**src/rtl/uart_pkg.sv**
```systemverilog
// Shared types and widths for the UART channel controller and its byte FIFOs.
package uart_pkg;

   localparam int BYTE_W = 8;

   typedef enum logic [1:0] {
      IDLE  = 2'd0,
      START = 2'd1,
      WAIT  = 2'd2
   } tx_ctrl_state_t;

endpackage

```
**src/rtl/uart_chan_ctrl_if.sv**
```systemverilog
// Host byte streams plus the parallel interface of one UART channel.
// The slave modport is the controller's view; master is the surrounding system.
interface uart_chan_ctrl_if;
   import uart_pkg::*;

   logic [BYTE_W-1:0] s_tx_data;
   logic              s_tx_valid;
   logic              s_tx_ready;
   logic [BYTE_W-1:0] m_rx_data;
   logic              m_rx_valid;
   logic              m_rx_ready;
   logic              chan_tx_start;
   logic [BYTE_W-1:0] chan_tx_data;
   logic              chan_tx_busy;
   logic [BYTE_W-1:0] chan_rx_data;
   logic              chan_rx_done;

   modport slave (
      input  s_tx_data, s_tx_valid, m_rx_ready,
      input  chan_tx_busy, chan_rx_data, chan_rx_done,
      output s_tx_ready, m_rx_data, m_rx_valid,
      output chan_tx_start, chan_tx_data
   );

   modport master (
      output s_tx_data, s_tx_valid, m_rx_ready,
      output chan_tx_busy, chan_rx_data, chan_rx_done,
      input  s_tx_ready, m_rx_data, m_rx_valid,
      input  chan_tx_start, chan_tx_data
   );

endinterface

```
**src/rtl/uart_byte_fifo.sv**
```systemverilog
// Byte FIFO with show-ahead output. A push on a full FIFO is still taken when
// a pop happens in the same cycle, so the level stays at DEPTH.
module uart_byte_fifo
   import uart_pkg::*;
#(
   parameter int DEPTH = 8
) (
   input  logic                     clk,
   input  logic                     rst,
   input  logic                     push,
   input  logic [BYTE_W-1:0]        din,
   input  logic                     pop,
   output logic [BYTE_W-1:0]        dout,
   output logic                     full,
   output logic                     empty,
   output logic [$clog2(DEPTH):0]   level
);

   localparam int AW = $clog2(DEPTH);
   localparam int LW = AW + 1;

   logic [BYTE_W-1:0] mem_q [DEPTH];
   logic [AW-1:0]     wr_ptr_q;
   logic [AW-1:0]     rd_ptr_q;
   logic [LW-1:0]     level_q;
   logic              pop_ok;
   logic              push_ok;

   assign full    = (level_q == LW'(DEPTH));
   assign empty   = (level_q == '0);
   assign level   = level_q;
   assign dout    = mem_q[rd_ptr_q];
   assign pop_ok  = pop && !empty;
   assign push_ok = push && (!full || pop_ok);

   // Storage and pointers; storage is cleared so the head reads 0 out of reset.
   always_ff @(posedge clk or negedge rst) begin
      if (!rst) begin
         for (int i = 0; i < DEPTH; i++) mem_q[i] <= '0;
         wr_ptr_q <= '0;
         rd_ptr_q <= '0;
      end else begin
         if (push_ok) begin
            mem_q[wr_ptr_q] <= din;
            wr_ptr_q        <= wr_ptr_q + 1'b1;
         end
         if (pop_ok) rd_ptr_q <= rd_ptr_q + 1'b1;
      end
   end

   // Occupancy moves only when exactly one of push/pop is taken.
   always_ff @(posedge clk or negedge rst) begin
      if (!rst) begin
         level_q <= '0;
      end else begin
         case ({push_ok, pop_ok})
            2'b10:   level_q <= level_q + 1'b1;
            2'b01:   level_q <= level_q - 1'b1;
            default: level_q <= level_q;
         endcase
      end
   end

endmodule

```
**src/rtl/uart_chan_ctrl.sv**
```systemverilog
// Host-side controller for one UART channel: TX and RX byte FIFOs, a TX
// sequencer that hands one byte per frame to the channel, and a sticky RX
// overrun flag.
//
//   state | meaning
//   IDLE  | no frame owned; pop the next byte once the channel is not busy
//   START | chan_tx_start held until the channel reports busy
//   WAIT  | frame in progress; chan_tx_data held until busy drops
module uart_chan_ctrl
   import uart_pkg::*;
#(
   parameter int DEPTH = 8
) (
   input  logic                   clk,
   input  logic                   rst,
   uart_chan_ctrl_if.slave        bus,
   output logic [$clog2(DEPTH):0] tx_level,
   output logic [$clog2(DEPTH):0] rx_level,
   output logic                   rx_overrun,
   input  logic                   overrun_clr
);

   tx_ctrl_state_t    state_q;
   logic              chan_tx_start_q;
   logic [BYTE_W-1:0] chan_tx_data_q;
   logic              rx_overrun_q;
   logic              rx_overrun_d;

   logic              tx_push;
   logic              tx_pop;
   logic [BYTE_W-1:0] tx_dout;
   logic              tx_full;
   logic              tx_empty;

   logic              rx_pop;
   logic              rx_full;
   logic              rx_empty;
   logic              rx_drop;

   assign tx_push = bus.s_tx_valid && !tx_full;
   // The busy gate keeps a frame left over from before a reset from being
   // mistaken for the acknowledgement of a new start request.
   assign tx_pop  = (state_q == IDLE) && !tx_empty && !bus.chan_tx_busy;

   uart_byte_fifo #(.DEPTH(DEPTH)) u_tx_fifo (
      .clk   (clk),
      .rst   (rst),
      .push  (tx_push),
      .din   (bus.s_tx_data),
      .pop   (tx_pop),
      .dout  (tx_dout),
      .full  (tx_full),
      .empty (tx_empty),
      .level (tx_level)
   );

   assign rx_pop  = !rx_empty && bus.m_rx_ready;
   assign rx_drop = bus.chan_rx_done && rx_full && !rx_pop;

   uart_byte_fifo #(.DEPTH(DEPTH)) u_rx_fifo (
      .clk   (clk),
      .rst   (rst),
      .push  (bus.chan_rx_done),
      .din   (bus.chan_rx_data),
      .pop   (rx_pop),
      .dout  (bus.m_rx_data),
      .full  (rx_full),
      .empty (rx_empty),
      .level (rx_level)
   );

   assign bus.s_tx_ready    = !tx_full;
   assign bus.m_rx_valid    = !rx_empty;
   assign bus.chan_tx_start = chan_tx_start_q;
   assign bus.chan_tx_data  = chan_tx_data_q;
   assign rx_overrun        = rx_overrun_q;

   // TX sequencer: start is a level so a baud-tick-aligned transmitter cannot miss it.
   always_ff @(posedge clk or negedge rst) begin
      if (!rst) begin
         state_q         <= IDLE;
         chan_tx_start_q <= 1'b0;
         chan_tx_data_q  <= '0;
      end else begin
         case (state_q)
            IDLE: begin
               if (tx_pop) begin
                  chan_tx_data_q  <= tx_dout;
                  chan_tx_start_q <= 1'b1;
                  state_q         <= START;
               end
            end
            START: begin
               if (bus.chan_tx_busy) begin
                  chan_tx_start_q <= 1'b0;
                  state_q         <= WAIT;
               end
            end
            WAIT: begin
               if (!bus.chan_tx_busy) state_q <= IDLE;
            end
            default: begin
               chan_tx_start_q <= 1'b0;
               state_q         <= IDLE;
            end
         endcase
      end
   end

   // Overrun next state: a drop in the same cycle as a clear keeps the flag set.
   always_comb begin
      rx_overrun_d = rx_overrun_q;
      if (rx_drop)          rx_overrun_d = 1'b1;
      else if (overrun_clr) rx_overrun_d = 1'b0;
   end

   // Overrun flag register.
   always_ff @(posedge clk or negedge rst) begin
      if (!rst) rx_overrun_q <= 1'b0;
      else      rx_overrun_q <= rx_overrun_d;
   end

endmodule

```
**src/flat_wrapper.sv**
```systemverilog
// flat-port wrapper written by rule: the top's interface ports become plain ports
module uart_chan_ctrl_flat import uart_pkg::*;
#(
   parameter int DEPTH = 8
)
  (clk, rst, tx_level, rx_level, rx_overrun, overrun_clr, bus_s_tx_data, bus_s_tx_valid, bus_m_rx_ready, bus_chan_tx_busy, bus_chan_rx_data, bus_chan_rx_done, bus_s_tx_ready, bus_m_rx_data, bus_m_rx_valid, bus_chan_tx_start, bus_chan_tx_data);
  uart_chan_ctrl_if bus_i ();
  input  logic clk;
  input  logic rst;
  output logic [$clog2(DEPTH):0] tx_level;
  output logic [$clog2(DEPTH):0] rx_level;
  output logic rx_overrun;
  input  logic overrun_clr;
  input wire logic [$bits(bus_i.s_tx_data)-1:0] bus_s_tx_data;
  input wire logic [$bits(bus_i.s_tx_valid)-1:0] bus_s_tx_valid;
  input wire logic [$bits(bus_i.m_rx_ready)-1:0] bus_m_rx_ready;
  input wire logic [$bits(bus_i.chan_tx_busy)-1:0] bus_chan_tx_busy;
  input wire logic [$bits(bus_i.chan_rx_data)-1:0] bus_chan_rx_data;
  input wire logic [$bits(bus_i.chan_rx_done)-1:0] bus_chan_rx_done;
  output wire logic [$bits(bus_i.s_tx_ready)-1:0] bus_s_tx_ready;
  output wire logic [$bits(bus_i.m_rx_data)-1:0] bus_m_rx_data;
  output wire logic [$bits(bus_i.m_rx_valid)-1:0] bus_m_rx_valid;
  output wire logic [$bits(bus_i.chan_tx_start)-1:0] bus_chan_tx_start;
  output wire logic [$bits(bus_i.chan_tx_data)-1:0] bus_chan_tx_data;
  assign bus_i.s_tx_data = bus_s_tx_data;
  assign bus_i.s_tx_valid = bus_s_tx_valid;
  assign bus_i.m_rx_ready = bus_m_rx_ready;
  assign bus_i.chan_tx_busy = bus_chan_tx_busy;
  assign bus_i.chan_rx_data = bus_chan_rx_data;
  assign bus_i.chan_rx_done = bus_chan_rx_done;
  assign bus_s_tx_ready = bus_i.s_tx_ready;
  assign bus_m_rx_data = bus_i.m_rx_data;
  assign bus_m_rx_valid = bus_i.m_rx_valid;
  assign bus_chan_tx_start = bus_i.chan_tx_start;
  assign bus_chan_tx_data = bus_i.chan_tx_data;
  uart_chan_ctrl #(.DEPTH(DEPTH)) u_core (.clk(clk), .rst(rst), .bus(bus_i), .tx_level(tx_level), .rx_level(rx_level), .rx_overrun(rx_overrun), .overrun_clr(overrun_clr));
endmodule
```
**config.mk**
```make
export PLATFORM = sky130hd
export DESIGN_NAME = uart_chan_ctrl_flat
export DESIGN_NICKNAME = d
export VERILOG_FILES = /design/src/rtl/uart_pkg.sv /design/src/rtl/uart_chan_ctrl_if.sv /design/src/rtl/uart_byte_fifo.sv /design/src/rtl/uart_chan_ctrl.sv /design/src/flat_wrapper.sv
export SDC_FILE = /design/constraint.sdc
export NUM_CORES = 1
export LEC_CHECK = 0
export CORE_ASPECT_RATIO = 0.6
export CORE_UTILIZATION = 60
export CTS_BUF_LIST = sky130_fd_sc_hd__clkbuf_16
export DETAILED_ROUTE_END_ITERATION = 12
export PLACE_DENSITY = 0.9
export SYNTH_ARGS = -nofsm -noshare
export SYNTH_HDL_FRONTEND = slang
export SYNTH_HIERARCHICAL = 1
export SYNTH_SLANG_ARGS = --single-unit
export TNS_END_PERCENT = 20
```
**constraint.sdc**
```tcl
create_clock -name clk -period 9.78 [get_ports clk]
set_input_delay 1.956 -clock clk [delete_from_list [all_inputs] [get_ports clk]]
set_output_delay 1.956 -clock clk [all_outputs]
set_load 0.01 [all_outputs]
```
==> flow_metrics.env, run 1 <==
export IMPL_grt_first_pass_wirelength_mm=27.2
export IMPL_synth_cells=492
export IMPL_outcome="completed"
export IMPL_synth_area_leaders="dfrtp_1 52%, mux2_2 23%, mux4_2 9.3%"
export IMPL_first_global_vias=4883
export IMPL_placed_area_sq_mm=0.00837
export IMPL_setup_slack_ns=4.64
export IMPL_ios=51
export IMPL_final_nets=579
export IMPL_ir_drop_v=0.000173
export IMPL_drc_errors=0
export IMPL_drt_wl_total_mm=16.8
export IMPL_seq_area_sq_mm=0.00400
export IMPL_p_leak_nw=3.70
export IMPL_synth_ff_type="dfrtp_1"
export IMPL_globalRoute_totalOverflow=0
export IMPL_diodes=0
export IMPL_rows=31
export IMPL_crit_required_ns=10.06
export IMPL_synth_seq_area_share=0.517
export IMPL_critical_path_class="input pin to flop"
export IMPL_max_freq_ghz=0.195
export IMPL_r2r_slack_ns=6.04
export IMPL_htree_num_levels=4
export IMPL_port_buffers=50
export IMPL_initialDrtViolationCount=249
export IMPL_post_cts_resized=0
export IMPL_grtUsageTotal=0.273
export IMPL_clkSlewWorstSetupHoldPaths_ns=0.06
export IMPL_antenna_found_initial=0
export IMPL_synth_commonest_cells="160 x dfrtp_1, 155 x mux2_2, 32 x mux4_2"
export IMPL_path_common_cell="ha_1"
export IMPL_skew_ns=0.00778
export IMPL_hold_viol_final=0
export IMPL_power_w=0.00331
export IMPL_drive_above_1_share=0.442
export IMPL_vias=4637
export IMPL_synth_area_sq_mm=0.00774
export IMPL_die_h_um=90.0
export IMPL_dp_hpwl_mm=10.2
export IMPL_final_cell_area_sq_mm=0.00896
export IMPL_clock_root_buffer="clkbuf_16"
export IMPL_cts_tree="yes"
export IMPL_slowest_delay_ns=0.79
export IMPL_setup_viol=0
export IMPL_fin_crit_sh=0.525
export IMPL_post_cts_buffers=0
export IMPL_final_antenna_net_count=0
export IMPL_crit_path_start_kind="input pin"
export IMPL_multi_input_area_sq_mm=0.00357
export IMPL_hp_class="flop to flop"
export IMPL_critPathArrivalTime_ns=5.42
export IMPL_relSlewSlack=0.269
export IMPL_worstHoldPathCells=1
export IMPL_dp_worst_setup_slack_ns=4.37
export IMPL_cts_sinks=160
export IMPL_async_reset_ff_frac=1.00
export IMPL_slew_viol_final=0
export IMPL_path_cells="clkdlybuf4s50_1 -> nor2b_2 -> o41ai_1 -> inv_1 -> ha_1 -> ha_1 -> or4b_2 -> o311ai_0 -> o211ai_1"
export IMPL_die_area_sq_mm=0.0134
export IMPL_yosysTopAreaCell="dfrtp_1"
export IMPL_die_w_um=149
export IMPL_syn_area_per_cell_sq_um=15.7
export IMPL_nFillCells=679
export IMPL_syn_to_final_growth_pct=15.8
export IMPL_ys_ff_latch=160
export IMPL_vias_per_cell=6.42
export IMPL_critPathMaxFanout=12
export IMPL_yosysTopAreaCellShare=0.517
export IMPL_syn_nets=527
export IMPL_period_minus_slack_ns=5.14
export IMPL_worstRegToRegCells=9
export IMPL_core_area_sq_mm=0.0123
export IMPL_worst_slew_pin_slew_ns=1.10
export IMPL_yosys_cell_count_top_type="dfrtp_1"
export IMPL_place_gp_congestion=0.768
export IMPL_final_core_util=0.729
export IMPL_tns_ns=0
export IMPL_cpMaxStageDelayCell="nor2b_2"
export IMPL_maxCapViolCount=0
export IMPL_synth_warnings=6
export IMPL_powerDensity_mw_per_mm2=369
export IMPL_cts_hold_buf=0
export IMPL_firstDrtPassIters=5
export IMPL_clock_latency_ns=0.42
export IMPL_numCtsBuffers=17
export IMPL_grt_setup_unrepaired="no"
export IMPL_post_drt_wl_per_cell_um=23.3
export IMPL_cp_end_kind="flop"
export IMPL_clk_path_buf_depth=2
export IMPL_yosysUniqueCellTypes=40
export IMPL_grt_max_degree=91
export IMPL_synth_edf_count=0
export IMPL_start_util=0.629
==> power by group <==
part	total [W]	switching [W]	internal, W
clock network	0.000664	0.000264	0.000400
logic	0.00135	0.000545	0.000810
registers	0.00129	0.000291	0.000998
==> kinds of logic after synthesis <==
kind of cell | count (synthesis) | synth area share
XOR/XNOR | 13 | 0.0147
AND/OR/NAND/NOR | 42 | 0.0354
flip-flops | 160 | 0.517
adder cells (fa/ha/maj) | 12 | 0.0213
multiplexers | 190 | 0.323
AO/OA/AOI/OAI | 38 | 0.0663
buffers and inverters | 37 | 0.0221
==> layout by cell type, fill, tap and decap left out, types with 3 or more instances in the layout <==
| cell | synthesis | layout |
|---|---|---|
| buf_4 | 0 | 4 |
| clkinv_2 | 0 | 3 |
| xnor2_1 | 10 | 10 |
| mux2_2 | 155 | 155 |
| dfrtp_1 | 160 | 160 |
| mux4_2 | 32 | 32 |
| nor2_1 | 3 | 3 |
| o2111ai_4 | 6 | 6 |
| clkdlybuf4s50_1 | 0 | 49 |
| nor3b_1 | 6 | 6 |
| o211ai_4 | 6 | 6 |
| ha_1 | 10 | 10 |
| nand3_1 | 4 | 4 |
| inv_6 | 0 | 3 |
| o211ai_1 | 4 | 4 |
| a21oi_1 | 4 | 4 |
| xor2_1 | 3 | 3 |
| clkbuf_16 | 0 | 17 |
| nor2b_1 | 8 | 7 |
| nand2_1 | 11 | 11 |
| inv_1 | 16 | 17 |
| bufinv_16 | 0 | 3 |
==> routing by layer <==
metal	wire, um	part of all wire	vias up	GRT usage
li1	-	-	1972	-
met1	7490	0.45	2484	0.381
met2	8130	0.48	146	0.423
met3	842	0.050	35	0.0609
met4	340	0.020	0	0.101
met5	0	0	-	0
==> worst max-delay path, delay by kind of cell <==
kind | cells | cell delay, ns
AO/OA/AOI/OAI | 3 | 0.63
adder cells (fa/ha/maj) | 2 | 0.71
buffers and inverters | 2 | 0.65
AND/OR/NAND/NOR | 2 | 1.46
==> per-stage QoR <==
stage	cells	hold slack (ns)
final	722	0.500
after global placement	690	0.471
after detailed placement	690	0.488
after global routing	722	0.508
after floorplan	492	0.459
after CTS	722	0.502
==> final cells by class <==
type	instances	share of cell area
Clock buffer	17	0.0475
Clock inverter	15	0.0187
Inverter	16	0.00670
Multi-Input combinational cell	295	0.398
Sequential cell	160	0.447
Tap cell	165	0.0230
Timing Repair Buffer	54	0.0593
==> state kept, by name, indices dropped and copies added, names as in the netlist <==
| register | count |
|---|---|
| u_core/u_rx_fifo/mem_q | 64 |
| u_core/u_tx_fifo/rd_ptr_q | 3 |
| u_core/u_rx_fifo/rd_ptr_q | 3 |
| u_core/u_tx_fifo/mem_q | 64 |
| u_core/u_rx_fifo/level | 4 |
| u_core/rx_overrun | 1 |
| u_core/bus.chan_tx_start | 1 |
| u_core/u_tx_fifo/level | 4 |
| u_core/state_q | 2 |
| u_core/u_tx_fifo/wr_ptr_q | 3 |
| u_core/bus.chan_tx_data | 8 |
| u_core/u_rx_fifo/wr_ptr_q | 3 |
==> path summary, 6_finish.rpt <==
path,startpoint,end
max in group asynchronous,rst,u_core/u_rx_fifo/mem_q[48]$_DFFE_PN0P_
hold / removal,u_core/u_tx_fifo/mem_q[14]$_DFFE_PN0P_,u_core/u_tx_fifo/mem_q[14]$_DFFE_PN0P_
setup / recovery,bus_m_rx_ready,u_core/u_rx_fifo/level[3]$_DFFE_PN0P_
setup reg to reg,u_core/u_rx_fifo/level[0]$_DFFE_PN0P_,u_core/u_rx_fifo/level[3]$_DFFE_PN0P_
hold reg to reg,u_core/u_tx_fifo/mem_q[14]$_DFFE_PN0P_,u_core/u_tx_fifo/mem_q[14]$_DFFE_PN0P_
min in group asynchronous,rst,u_core/u_tx_fifo/mem_q[6]$_DFFE_PN0P_
Power figures use the tool's default switching activity.
==> run 2: changes to the inputs <==
--- a/config.mk
+++ b/config.mk
@@ -6,10 +6,10 @@
 export NUM_CORES = 1
 export LEC_CHECK = 0
 export CORE_ASPECT_RATIO = 0.6
-export CORE_UTILIZATION = 60
+export CORE_UTILIZATION = 59
 export CTS_BUF_LIST = sky130_fd_sc_hd__clkbuf_16
 export DETAILED_ROUTE_END_ITERATION = 12
-export PLACE_DENSITY = 0.9
+export PLACE_DENSITY = 0.89
 export SYNTH_ARGS = -nofsm -noshare
 export SYNTH_HDL_FRONTEND = slang
 export SYNTH_HIERARCHICAL = 1
==> constraint.sdc (replaced) <==
create_clock -name clk -period 4.8 [get_ports clk]
set_input_delay 0.96 -clock clk [delete_from_list [all_inputs] [get_ports clk]]
set_output_delay 0.96 -clock clk [all_outputs]
set_load 0.01 [all_outputs]
==> run 2 against run 1 <==
Compared with the run above:
- first-iteration DRC count up 3.6%
- wire length down 2.9%
- global-route usage down 0.73 points
- non-clock buffer count up 2
- sequential power up 100%
- combinational power up 100%
- largest power group unchanged
==> flow_metrics.env, run 2 (same netlist as run 1, synthesis figures left out) <==
export IMPL_ir_drop_v=0.000341
export IMPL_drive_above_1_share=0.440
export IMPL_clock_latency_ns=0.42
export IMPL_crit_start="u_core/u_rx_fifo/rd_ptr_q[1]$_DFFE_PN0P_"
export IMPL_rows=31
export IMPL_vias=4519
export IMPL_post_cts_buffers=0
export IMPL_clkSlewWorstSetupHoldPaths_ns=0.06
export IMPL_diodes=0
export IMPL_grt_max_degree=113
export IMPL_final_core_util=0.726
export IMPL_clockPowerShare=0.213
export IMPL_path_cells="mux4_2 -> mux2_2 -> clkdlybuf4s50_1"
export IMPL_port_buffers=50
export IMPL_worstRegToRegCells=9
export IMPL_crit_path_start_kind="flop"
export IMPL_numCtsBuffers=17
export IMPL_cp_end_kind="output pin"
export IMPL_seqPwrFrac=0.386
export IMPL_crit_end="bus_m_rx_data[3]"
export IMPL_skew_ns=0.00621
export IMPL_worst_slew_pin_slew_ns=1.01
export IMPL_dp_worst_setup_slack_ns=0.848
export IMPL_final_cell_mix="160 x dfrtp_1, 155 x mux2_2, 49 x clkdlybuf4s50_1"
export IMPL_crit_required_ns=3.84
export IMPL_first_global_vias=4779
export IMPL_critPathArrivalTime_ns=2.55
export IMPL_die_w_um=150
export IMPL_grt_first_pass_wirelength_mm=26.6
export IMPL_setup_viol=0
export IMPL_timing_rr_end="u_core/u_tx_fifo/level[3]$_DFFE_PN0P_"
export IMPL_cp_top_family="flip-flops"
export IMPL_cts_sinks=160
export IMPL_grtUsageTotal=0.266
export IMPL_cpMaxStageDelayCell="dfrtp_1"
export IMPL_vias_per_cell=6.24
export IMPL_place_gp_congestion=0.869
export IMPL_p_leak_nw=3.72
export IMPL_switchingPower_w=0.00218
export IMPL_core_area_sq_mm=0.0124
export IMPL_post_drt_wl_per_cell_um=22.5
export IMPL_post_cts_resized=0
export IMPL_critical_path_class="flop to output pin"
export IMPL_r2r_slack_ns=1.31
export IMPL_hp_class="flop to flop"
export IMPL_grt_setup_unrepaired="no"
export IMPL_dp_hpwl_mm=10.2
export IMPL_critPathMaxFanout=18
export IMPL_firstDrtPassIters=4
export IMPL_final_antenna_net_count=0
export IMPL_die_h_um=90.7
export IMPL_final_nets=581
export IMPL_slowest_delay_ns=0.91
export IMPL_max_freq_ghz=0.285
export IMPL_start_util=0.623
export IMPL_switching_share=0.322
export IMPL_tns_ns=0
export IMPL_power_w=0.00677
export IMPL_syn_to_final_growth_pct=16.4
export IMPL_powerDensity_mw_per_mm2=752
export IMPL_die_area_sq_mm=0.0136
export IMPL_relSlewSlack=0.328
export IMPL_r2r_start="u_core/u_tx_fifo/level[3]$_DFFE_PN0P_"
export IMPL_antenna_found_initial=0
export IMPL_fin_crit_sh=0.730
export IMPL_ios=51
export IMPL_crit_cells=3
export IMPL_cts_tree="yes"
export IMPL_cts_hold_buf=0
export IMPL_drt_wl_total_mm=16.3
export IMPL_period_minus_slack_ns=3.51
export IMPL_initialDrtViolationCount=258
export IMPL_outcome="completed"
export IMPL_combPwrFrac=0.401
export IMPL_p_int_w=0.00459
export IMPL_slew_viol_final=0
export IMPL_clock_root_buffer="clkbuf_16"
export IMPL_maxCapViolCount=0
export IMPL_layout_commonest_cell="dfrtp_1"
export IMPL_drc_errors=0
export IMPL_hold_viol_final=0
export IMPL_htree_num_levels=4
export IMPL_setup_slack_ns=1.29
export IMPL_clk_path_buf_depth=2
export IMPL_globalRoute_totalOverflow=0
export IMPL_cp_num_buf_inv=1
[run 2: stage by stage]
| stage | instance area, sq um | hold WS, ns | cells |
|---|---|---|---|
| floorplan | 7740 | 0.459 | 492 |
| global placement | 8380 | 0.469 | 692 |
| detailed placement | 8380 | 0.478 | 692 |
| CTS | 9010 | 0.501 | 724 |
| global route | 9010 | 0.507 | 724 |
| finish | 9010 | 0.499 | 724 |
[run 2: how the worst min path moves through the flow]
stage | slack [ns] | start | endpoint | cells past startpoint
after global routing | 0.51 | u_core/u_tx_fifo/mem_q[1]$_DFFE_PN0P_ | u_core/u_tx_fifo/mem_q[1]$_DFFE_PN0P_ | 1
final | 0.50 | u_core/u_rx_fifo/mem_q[41]$_DFFE_PN0P_ | u_core/u_rx_fifo/mem_q[41]$_DFFE_PN0P_ | 1
after global placement | 0.47 | u_core/u_rx_fifo/mem_q[14]$_DFFE_PN0P_ | u_core/u_rx_fifo/mem_q[14]$_DFFE_PN0P_ | 1
after floorplan | 0.46 | u_core/u_rx_fifo/mem_q[14]$_DFFE_PN0P_ | u_core/u_rx_fifo/mem_q[14]$_DFFE_PN0P_ | 1
after detailed placement | 0.48 | u_core/u_rx_fifo/mem_q[14]$_DFFE_PN0P_ | u_core/u_rx_fifo/mem_q[14]$_DFFE_PN0P_ | 1
after CTS | 0.50 | u_core/u_rx_fifo/mem_q[14]$_DFFE_PN0P_ | u_core/u_rx_fifo/mem_q[14]$_DFFE_PN0P_ | 1
[run 2: layout make-up]
type	instances	area (sq um)
clock buffers	17	425
clock inverters	15	199
fillers	737	3400
inverters	16	60.1
multi-input cells	295	3570
flip-flops and latches	160	4000
well taps	165	206
repair buffers	56	547
[run 2: per-layer routing]
metal | vias up | routed length [um] | track usage | part of all wire
met1 | 2377 | 7450 | 0.373 | 0.46
met4 | 0 | 264 | 0.0867 | 0.016
li1 | 1978 | - | - | -
met3 | 29 | 834 | 0.0611 | 0.051
met5 | - | 0 | 0 | 0
met2 | 135 | 7760 | 0.413 | 0.48
[run 2: power groups by stage]
stage	combinational, W	sequential [W]	clock (W)
3_5_place_dp	0.00268	0.00260	0
2_1_floorplan	0.00205	0.00237	0
5_1_grt	0.00291	0.00270	0.00152
6_report	0.00271	0.00262	0.00144
3_3_place_gp	0.00257	0.00253	0
4_1_cts	0.00272	0.00260	0.00146
==> run 3: changes to the inputs <==
==> constraint.sdc (replaced) <==
create_clock -name clk -period 3.66 [get_ports clk]
set_input_delay 0.732 -clock clk [delete_from_list [all_inputs] [get_ports clk]]
set_output_delay 0.732 -clock clk [all_outputs]
set_load 0.01 [all_outputs]
==> run 3 against run 2 <==
Compared with the run above:
- global-route usage rose by 0.85 points
- clock power rose by 19%
- register-to-register slack got worse by 0.88 ns
- total power rose by 30%
- non-clock buffer count rose by 8
- core utilization fell by 0.060 points
- highest routed layer unchanged
==> flow_metrics.env, run 3 (same netlist as run 1, synthesis figures left out) <==
export IMPL_final_cell_count_no_fill=730
export IMPL_die_w_um=150
export IMPL_grt_setup_unrepaired="no"
export IMPL_cts_hold_buf=0
export IMPL_critical_path_class="input pin to flop"
export IMPL_numCtsBuffers=17
export IMPL_final_antenna_net_count=0
export IMPL_place_gp_congestion=0.770
export IMPL_post_drt_wl_per_cell_um=23.4
export IMPL_clkSlewWorstSetupHoldPaths_ns=0.06
export IMPL_htree_num_levels=4
export IMPL_hold_viol_final=0
export IMPL_drt_wl_total_mm=17.1
export IMPL_first_global_vias=4997
export IMPL_hp_class="input pin to async pin"
export IMPL_slew_viol_final=0
export IMPL_skew_ns=0.0110
export IMPL_cp_end_kind="flop"
export IMPL_cts_sinks=160
export IMPL_firstDrtPassIters=4
export IMPL_crit_end="u_core/u_tx_fifo/level[3]$_DFFE_PN0P_"
export IMPL_final_cell_area_sq_mm=0.00900
export IMPL_powerDensity_mw_per_mm2=979
export IMPL_outcome="completed"
export IMPL_cpMaxStageDelayCell="or4b_2"
export IMPL_core_area_sq_mm=0.0124
export IMPL_vias_per_cell=6.25
export IMPL_grtUsageTotal=0.274
export IMPL_syn_to_final_growth_pct=16.3
export IMPL_antenna_found_initial=0
export IMPL_vias=4565
export IMPL_setup_slack_ns=0.431
export IMPL_dp_cells=700
export IMPL_worst_slew_pin_slew_ns=0.837
export IMPL_p_leak_nw=3.74
export IMPL_die_h_um=90.7
export IMPL_slowest_delay_ns=0.67
export IMPL_die_area_sq_mm=0.0136
export IMPL_path_cells="clkdlybuf4s50_1 -> nor4_4 -> o41ai_1 -> inv_1 -> ha_1 -> ha_1 -> or4b_2 -> o311ai_0 -> o211ai_1"
export IMPL_fin_crit_sh=0.882
export IMPL_clk_path_buf_depth=2
export IMPL_r2r_start="u_core/u_tx_fifo/level[0]$_DFFE_PN0P_"
export IMPL_port_buffers=50
export IMPL_grt_first_pass_wirelength_mm=27.5
export IMPL_final_cell_mix="160 x dfrtp_1, 155 x mux2_2, 49 x clkdlybuf4s50_1"
export IMPL_ir_drop_v=0.000445
export IMPL_final_nets=589
export IMPL_worstRegToRegCells=7
export IMPL_critPathMaxFanout=5
export IMPL_crit_path_start_kind="input pin"
export IMPL_clock_root_buffer="clkbuf_16"
export IMPL_timing_rr_end="u_core/u_tx_fifo/level[3]$_DFFE_PN0P_"
export IMPL_post_cts_buffers=0
export IMPL_crit_required_ns=3.94
export IMPL_power_w=0.00881
export IMPL_post_cts_resized=0
export IMPL_globalRoute_totalOverflow=0
export IMPL_rows=31
export IMPL_dp_worst_setup_slack_ns=0.205
export IMPL_clock_latency_ns=0.42
export IMPL_path_common_cell="ha_1"
export IMPL_diodes=0
export IMPL_cts_tree="yes"
export IMPL_crit_start="bus_chan_tx_busy"
export IMPL_drive_above_1_share=0.442
export IMPL_drc_errors=0
export IMPL_critPathArrivalTime_ns=3.51
export IMPL_ios=51
export IMPL_initialDrtViolationCount=166
export IMPL_period_minus_slack_ns=3.23
export IMPL_placed_area_sq_mm=0.00844
export IMPL_r2r_slack_ns=0.43
export IMPL_layout_commonest_cell="dfrtp_1"
export IMPL_start_util=0.623
export IMPL_relSlewSlack=0.442
export IMPL_max_freq_ghz=0.310
export IMPL_tns_ns=0
export IMPL_setup_viol=0
export IMPL_maxCapViolCount=0
export IMPL_grt_max_degree=78
export IMPL_dp_hpwl_mm=10.6
==> run 3: cell types whose count changed in the layout (fill, tap and decap cells not counted) <==
cell / previous run / this run
clkinvlp_4: 2 / 0
inv_1: 17 / 19
buf_4: 6 / 14
bufinv_16: 5 / 3
==> run 3: final cells by class <==
type / count / area [sq um]
sequential: 160 / 4000
multi-input combinational: 295 / 3570
fill: 723 / 3410
timing repair buffer: 64 / 607
clock buffer: 17 / 425
tap: 165 / 206
clock inverter: 13 / 131
inverter: 16 / 60.1
==> run 3: per-stage QoR <==
stage	utilization	hold WS, ns
floorplan	-	0.436
global placement	0.680	0.474
detailed placement	0.680	0.478
CTS	0.725	0.359
global route	0.725	0.387
finish	0.725	0.325
==> run 3: power breakdown <==
part	switching [W]	total, W	internal (W)
logic	0.00151	0.00370	0.00219
registers	0.000739	0.00341	0.00267
clock network	0.000666	0.00171	0.00104
total	0.00291	0.00881	0.00590
==> run 3: how the worst min path moves through the flow <==
stage,startpoint,endpoint,depth (start not counted)
after floorplan,rst,u_core/bus.chan_tx_data[0]$_DFFE_PN0P_,0
after global placement,u_core/u_rx_fifo/mem_q[14]$_DFFE_PN0P_,u_core/u_rx_fifo/mem_q[14]$_DFFE_PN0P_,1
after detailed placement,u_core/u_rx_fifo/mem_q[14]$_DFFE_PN0P_,u_core/u_rx_fifo/mem_q[14]$_DFFE_PN0P_,1
after CTS,rst,u_core/u_tx_fifo/mem_q[29]$_DFFE_PN0P_,1
after global routing,rst,u_core/u_tx_fifo/mem_q[61]$_DFFE_PN0P_,1
final,rst,u_core/u_tx_fifo/mem_q[29]$_DFFE_PN0P_,1
==> run 3: worst max-delay path, delay by kind of cell <==
| family | cells | cell delay, ns |
|---|---|---|
| adders and majority gates | 2 | 0.52 |
| AOI/OAI and AO/OA | 3 | 0.55 |
| and+or+nand+nor | 2 | 1.06 |
| buffers and inverters | 2 | 0.63 |
==> run 3: layer usage <==
layer  part of all wire  routed length [um]  GRT usage
met4              0.020                 340      0.100
met2               0.49                8380      0.439
met3              0.069                1180     0.0727
met5                  0                   0          0
met1               0.42                7200      0.362
